**src/rtl/serial_adder_ctrl.sv**
```systemverilog
// Bit-serial adder controller: feeds one operand bit pair per cycle to an external
// 1-bit full adder, collects the sum LSB-first and publishes it with a done pulse.
module serial_adder_ctrl #(
    parameter int WIDTH = 8
) (
    input  logic             clk,
    input  logic             reset,
    input  logic             start,
    input  logic [WIDTH-1:0] a_in,
    input  logic [WIDTH-1:0] b_in,
    input  logic             cin,
    output logic             fa_a,
    output logic             fa_b,
    output logic             fa_cin,
    input  logic             fa_s,
    input  logic             fa_cout,
    output logic             busy,
    output logic             done,
    output logic [WIDTH-1:0] sum,
    output logic             cout
);

    localparam int CW = (WIDTH > 2) ? $clog2(WIDTH) : 1;

    typedef enum logic [1:0] {
        IDLE = 2'd0,
        ADD  = 2'd1,
        DONE = 2'd2
    } state_t;

    state_t           r_state;
    logic [WIDTH-1:0] r_a;
    logic [WIDTH-1:0] r_b;
    logic             r_carry;
    logic [CW-1:0]    r_cnt;
    logic [WIDTH-1:0] r_sumSh;
    logic [WIDTH-1:0] r_sum;
    logic             r_cout;
    logic             r_busy;
    logic             r_done;

    logic             w_inAdd;
    logic             w_lastBit;
    logic [WIDTH-1:0] w_sumNext;

    assign w_inAdd   = (r_state == ADD);
    assign w_lastBit = (r_cnt == CW'(WIDTH - 1));
    // Sum bits arrive LSB-first, so each new bit enters at the top and slides down.
    assign w_sumNext = {fa_s, r_sumSh[WIDTH-1:1]};

    always_ff @(posedge clk or posedge reset) begin
        if (reset) begin
            r_state <= IDLE;
            r_a     <= '0;
            r_b     <= '0;
            r_carry <= 1'b0;
            r_cnt   <= '0;
            r_sumSh <= '0;
            r_sum   <= '0;
            r_cout  <= 1'b0;
            r_busy  <= 1'b0;
            r_done  <= 1'b0;
        end else begin
            case (r_state)
                IDLE: begin
                    r_done <= 1'b0;
                    if (start) begin
                        r_a     <= a_in;
                        r_b     <= b_in;
                        r_carry <= cin;
                        r_cnt   <= '0;
                        r_busy  <= 1'b1;
                        r_state <= ADD;
                    end
                end
                ADD: begin
                    r_a     <= r_a >> 1;
                    r_b     <= r_b >> 1;
                    r_carry <= fa_cout;
                    r_sumSh <= w_sumNext;
                    r_cnt   <= r_cnt + 1'b1;
                    if (w_lastBit) begin
                        r_sum   <= w_sumNext;
                        r_cout  <= fa_cout;
                        r_done  <= 1'b1;
                        r_state <= DONE;
                    end
                end
                DONE: begin
                    r_done  <= 1'b0;
                    r_busy  <= 1'b0;
                    r_state <= IDLE;
                end
                default: begin
                    r_done  <= 1'b0;
                    r_busy  <= 1'b0;
                    r_state <= IDLE;
                end
            endcase
        end
    end

    assign fa_a   = w_inAdd & r_a[0];
    assign fa_b   = w_inAdd & r_b[0];
    assign fa_cin = w_inAdd & r_carry;
    assign busy   = r_busy;
    assign done   = r_done;
    assign sum    = r_sum;
    assign cout   = r_cout;

endmodule

```
**config.mk**
```make
export PLATFORM = sky130hd
export DESIGN_NAME = serial_adder_ctrl
export DESIGN_NICKNAME = d
export VERILOG_FILES = /design/src/rtl/serial_adder_ctrl.sv
export SDC_FILE = /design/constraint.sdc
export NUM_CORES = 1
export LEC_CHECK = 0
export CAP_MARGIN = 20
export CORE_MARGIN = 2
export CORE_UTILIZATION = 28
export CTS_CLUSTER_SIZE = 12
export DETAILED_ROUTE_END_ITERATION = 8
export GPL_TIMING_DRIVEN = 0
export SLEW_MARGIN = 5
export SYNTH_ARGS = -nofsm -noshare
export SYNTH_HDL_FRONTEND = slang
export SYNTH_SLANG_ARGS = --single-unit
```
**constraint.sdc**
```tcl
create_clock -name clk -period 1.61 [get_ports clk]
set_clock_uncertainty 0.2 [all_clocks]
set_input_delay 0.4025 -clock clk [delete_from_list [all_inputs] [get_ports clk]]
set_output_delay 0.4025 -clock clk [all_outputs]
set_load 0.05 [all_outputs]
```
**Word level (Yosys, flattened, before mapping)**

Index checks and enable logic that the tools add are counted.

- Output and inout port bits: 14
- Input port bits: 22
- Flip-flop bits (word level): 41
- Logic and storage cells: 40

- Add/subtract/negate cells: 1
- Bitwise logic cells: 4
- Reduce and logical (&&, ||, !) cells: 6
- Multiplexer cells: 15
- Equal/unequal tests: 4

Operator list:

| kind | count |
|---|---|
| 8-bit one-hot mux with 2 select lines | 2 |
| 8-bit 2-to-1 mux | 2 |
| 2-bit AND reduction | 4 |
| 3-bit one-hot mux with 2 select lines | 1 |
| 1-bit 2-to-1 mux | 4 |
| 2-bit 2-to-1 mux | 2 |
| 1-bit one-hot mux with 2 select lines | 2 |
| 2-bit one-hot mux with 2 select lines | 1 |
| 3-bit by 1-bit adder with 3-bit output, second input constant | 1 |
| 1-bit bitwise AND | 3 |
| 3-bit equality test, second input constant | 1 |
| 3-bit 2-to-1 mux | 1 |
| 2-bit by 1-bit equality test with 1-bit output, second input constant | 1 |
| 2-bit logical NOT | 1 |
| 2-bit by 1-bit inequality test with 1-bit output, second input constant | 1 |
| 2-bit inequality test, second input constant | 1 |
| 2-bit nonzero test | 1 |
| 1-bit inverter | 1 |

**Depth between registers and ports, before layout**

- Depth after elaboration: 3
- Mapped depth: 6

**Worst setup path after synthesis**

No wires, ideal clock.

- Path kind: reg2out
- Start point: reg r_state[1]
- End point: out fa_a
- Cell stages (with the launch flop): 6
- Setup slack: -266 ps
- Path buffers: 3
- Arrival time: 1274 ps
- Cell sequence: dfrtp_1 -> buf_6 -> nor2b_4 -> buf_6 -> buf_6 -> and2_1

- Word-level cells in the longest chain between the ends: 2

RTL lines:

| what | line | text |
|---|---|---|
| start, declared | 31 | `state_t r_state;` |
| start signal, assigned | 53 | `r_state <= IDLE;` |
| start signal, assigned | 73 | `r_state <= ADD;` |
| start signal, assigned | 86 | `r_state <= DONE;` |
| 2-bit by 1-bit equality test with 1-bit output | 46 | `assign w_inAdd = (r_state == ADD);` |
| 1-bit bitwise AND | 103 | `assign fa_a = w_inAdd & r_a[0];` |
| end, declared | 12 | `output logic fa_a,` |

No other way between the ends.

**Worst setup path after layout**

- Start point: reg r_state[0]
- End point: out fa_a

Same word-level chain as after synthesis.

==> flow_summary.json <==
{
  "outcome": "finished, violations left",
  "failed_checks": "negative setup slack",
  "hold_start": "done$_DFFE_PP0P_",
  "setup_slack_ns": -0.2412,
  "ys_seq_area_share_pct": 51.81,
  "final_hold_viol_count": 0,
  "synth_area_leader_cell": "dfrtp_1",
  "overflow": 0,
  "period_needed_ns": 1.851,
  "cap_viol_max_count": 0,
  "synthCells": 151,
  "areaGrowthSynthToFinish_pct": 34.52,
  "cp_cell_sequence": "nor2b_4 > buf_8 > and2_4 > buf_8",
  "comb_power_share_pct": 52.7,
  "maxSlewHeadroom_pct": 44.11,
  "cts-htree-levels": 2,
  "diodes": 0,
  "reg2reg_from": "r_cnt[0]$_DFFE_PP0P_",
  "wl_per_cell_um": 14.00,
  "synth_edf_count": 0,
  "clk_path_buf_depth": 2,
  "async_reset_ff_share_pct": 100.0,
  "finalCritPeriodShare_pct": 115.0,
  "synth_top_area_share_pct": 51.81,
  "reg2reg_slack_ns": -0.01,
  "synth_area_sq_mm": 0.001932,
  "coreArea_sq_mm": 0.006719,
  "p_per_area_mw_per_mm2": 2083,
  "port_buffers": 35,
  "peakVddDrop_uv": 539.1,
  "ys_ff_latch": 40,
  "holdPathStages": 1,
  "wl_um": 3975,
  "tns_ns": -0.7586,
  "ant_nets": 0,
  "first_iter_violations": 60,
  "synth_area_leaders": "dfrtp_1 (52%), mux2_4 (8.5%), nor3_2 (8.3%)",
  "path_clk_slew_ns": 0.07,
  "synthXorXnorAreaFrac_pct": 0,
  "ioPinCount": 36,
  "rsz0062_at_grt": "true",
  "syn_avg_cell_area_sq_um": 12.79,
  "cts_root_buf": "clkbuf_8",
  "crit_path_start_kind": "flop",
  "hold_end": "done$_DFFE_PP0P_",
  "grt_max_degree": 41,
  "via_count": 1289,
  "fp.dieH_um": 87.07,
  "place_congestion": 0.6877,
  "synth_compound_area_share_pct": 5.440,
  "end_kind": "output pin",
  "required_ns": 1.01,
  "p_int_mw": 3.310,
  "tightest_slew_ns": 0.8371,
  "synthSimpleGateAreaFrac_pct": 23.19,
  "cp_slowest_cell": "dfrtp_1",
  "dieWidth_um": 87.07,
  "drive_gt1_share_pct": 42.16,
  "yosys-mux-area-fraction_pct": 12.05,
  "r2r_end": "sum[4]$_DFFE_PP0P_",
  "drt_first_pass_iters": 4,
  "die_area_sq_mm": 0.007580,
  "worstSkewPairLatency_ns": 0.29,
  "antenna_found_initial": 0,
  "layout.cells.non_filler": 284,
  "yosysWarnings": 0,
  "synth_cell_types": 27,
  "swShare_pct": 38.84,
  "hpwl_um": 2642,
  "cts_tree": "done",
  "worstPathArrival_ns": 1.25,
  "p_leak_nw": 1.176,
  "p_switching_mw": 2.102,
  "hp-class": "flop to flop",
  "start_util_pct": 28.75,
  "crit_path_frequent_cell": "buf_8",
  "place_inst": 266,
  "drc": 0,
  "report.final.slew_viol_count": 0,
  "cts_buffers": 5,
  "row_count": 30,
  "crit_type": "flop to output pin",
  "cp_max_fo": 5,
  "grt_pass1_vias": 1360,
  "clockPowerShare_pct": 14.8,
  "synth_top_family_by_area": "simple AND/OR/NAND/NOR gates",
  "p_seq_share_pct": 32.5,
  "synthFlopType": "dfrtp_1",
  "slowest_delay_ns": 0.38,
  "viasPerCell": 4.539,
  "setup_viol": 7,
  "synthAdderAreaFrac_pct": 1.295,
  "clock.fmax_ghz": 0.5402,
  "clkSinkCount": 40,
  "synth_nets": 175,
  "track_usage_pct": 11.29,
  "layout.nets": 227,
  "grt_pass1_wl_um": 6651,
  "ff2ff_path_depth": 5
}
-- cell usage after synthesis (all sizes together), types with 2 or more instances --
master and n:
inv 4, ha 2, nor3 25, clkbuf 2, buf 10, nor3b 15
and2 3, a21oi 3, dfrtp 40, nor2 13, mux2 17, nand2 2
a22o 4, nand2b 3
-- registers in the layout, summed over array words and instances (netlist names) --
signal and count:
sum 8, r_cnt 3, r_b 8, r_a 8, r_sumSh 7, r_state 2, done 1, cout 1
busy 1, r_carry 1
-- layout make-up --
class,count,area (sq um)
well taps,80,100.1
plain buffers,9,85.08
fillers,653,4120
flip-flops and latches,40,1001
clock inverters,2,35.03
inverters,4,15.01
multi-input cells,95,858.3
clock buffers,6,72.57
repair buffers,48,431.7
-- placed cells by master, fill, tap and decap left out, types with 2 or more instances in the layout --
cell type	n
a21oi_1	3
a22o_1	4
and2_4	3
buf_2	14
buf_4	10
buf_6	3
buf_8	5
clkbuf_1	2
clkbuf_8	5
clkdlybuf4s50_1	20
dfrtp_1	40
inv_1	3
mux2_2	6
mux2_4	11
nand2b_1	2
nor2_1	13
nor3_1	9
nor3_2	14
nor3_4	2
nor3b_1	14
-- power by group through the flow --
stage          Combinational [mW]  Clock (mW)  Sequential (mW)
2_1_floorplan                1.58           0             2.20
3_3_place_gp                 2.65           0             1.77
3_5_place_dp                 2.69           0             1.78
4_1_cts                      2.74       0.819             1.76
5_1_grt                      3.06       0.866             1.83
6_report                     2.85       0.800             1.76
-- timing repair --
item	4_1_cts	5_1_grt
endpoints found under the hold margin	0	0
gates cloned	0	1
endpoints found under the setup margin	27	26
gates resized for setup	83	12
hold buffers	0	0
pin swaps	1	2
setup buffers	4	8
-- worst max-delay path: cells and delay by family (launching register included) --
family        cells  cell delay (ns)
simple gates      2             0.32
buf+inv           2             0.26
flops             1             0.38
-- routing by layer --
| metal | vias up | GRT usage [%] | share of wire [%] |
|---|---|---|---|
| met5 | - | 0 | 0 |
| li1 | 628 | - | - |
| met1 | 632 | 15.85 | 51 |
| met3 | 3 | 2.464 | 3.1 |
| met4 | 0 | 3.835 | 0.55 |
| met2 | 26 | 17.21 | 45 |
-- logic make-up after synthesis --
kind of cell | after synthesis
compound gates | 13
fa+ha+maj | 2
buf+inv | 16
flops | 40
mux | 17
simple gates | 63
-- per-stage QoR --
step	worst slack (ns)	hold slack (ns)	instance area (sq um)	utilization, %	power, mW
2_1_floorplan	-0.07263	0.2698	1939	-	3.775
3_3_place_gp	-0.8270	0.2763	2390	35.57	4.422
3_5_place_dp	-0.8441	0.2833	2390	35.57	4.476
4_1_cts	-0.3641	0.2965	2499	37.19	5.311
5_1_grt	-0.3123	0.3181	2599	38.68	5.754
6_report	-0.2412	0.2928	2599	38.68	5.412
-- how the worst max path moves through the flow --
stage,cells after the start,start,end,slack [ns]
2_1_floorplan,5,r_state[1]$_DFFE_PP0P_,fa_cin,-0.07
3_3_place_gp,6,r_state[1]$_DFFE_PP0P_,fa_cin,-0.83
3_5_place_dp,6,r_state[1]$_DFFE_PP0P_,fa_a,-0.84
4_1_cts,6,r_state[1]$_DFFE_PP0P_,fa_cin,-0.36
5_1_grt,4,r_state[1]$_DFFE_PP0P_,fa_cin,-0.31
6_report,4,r_state[0]$_DFFE_PP0P_,fa_a,-0.24
Power figures use the tool's default switching activity.
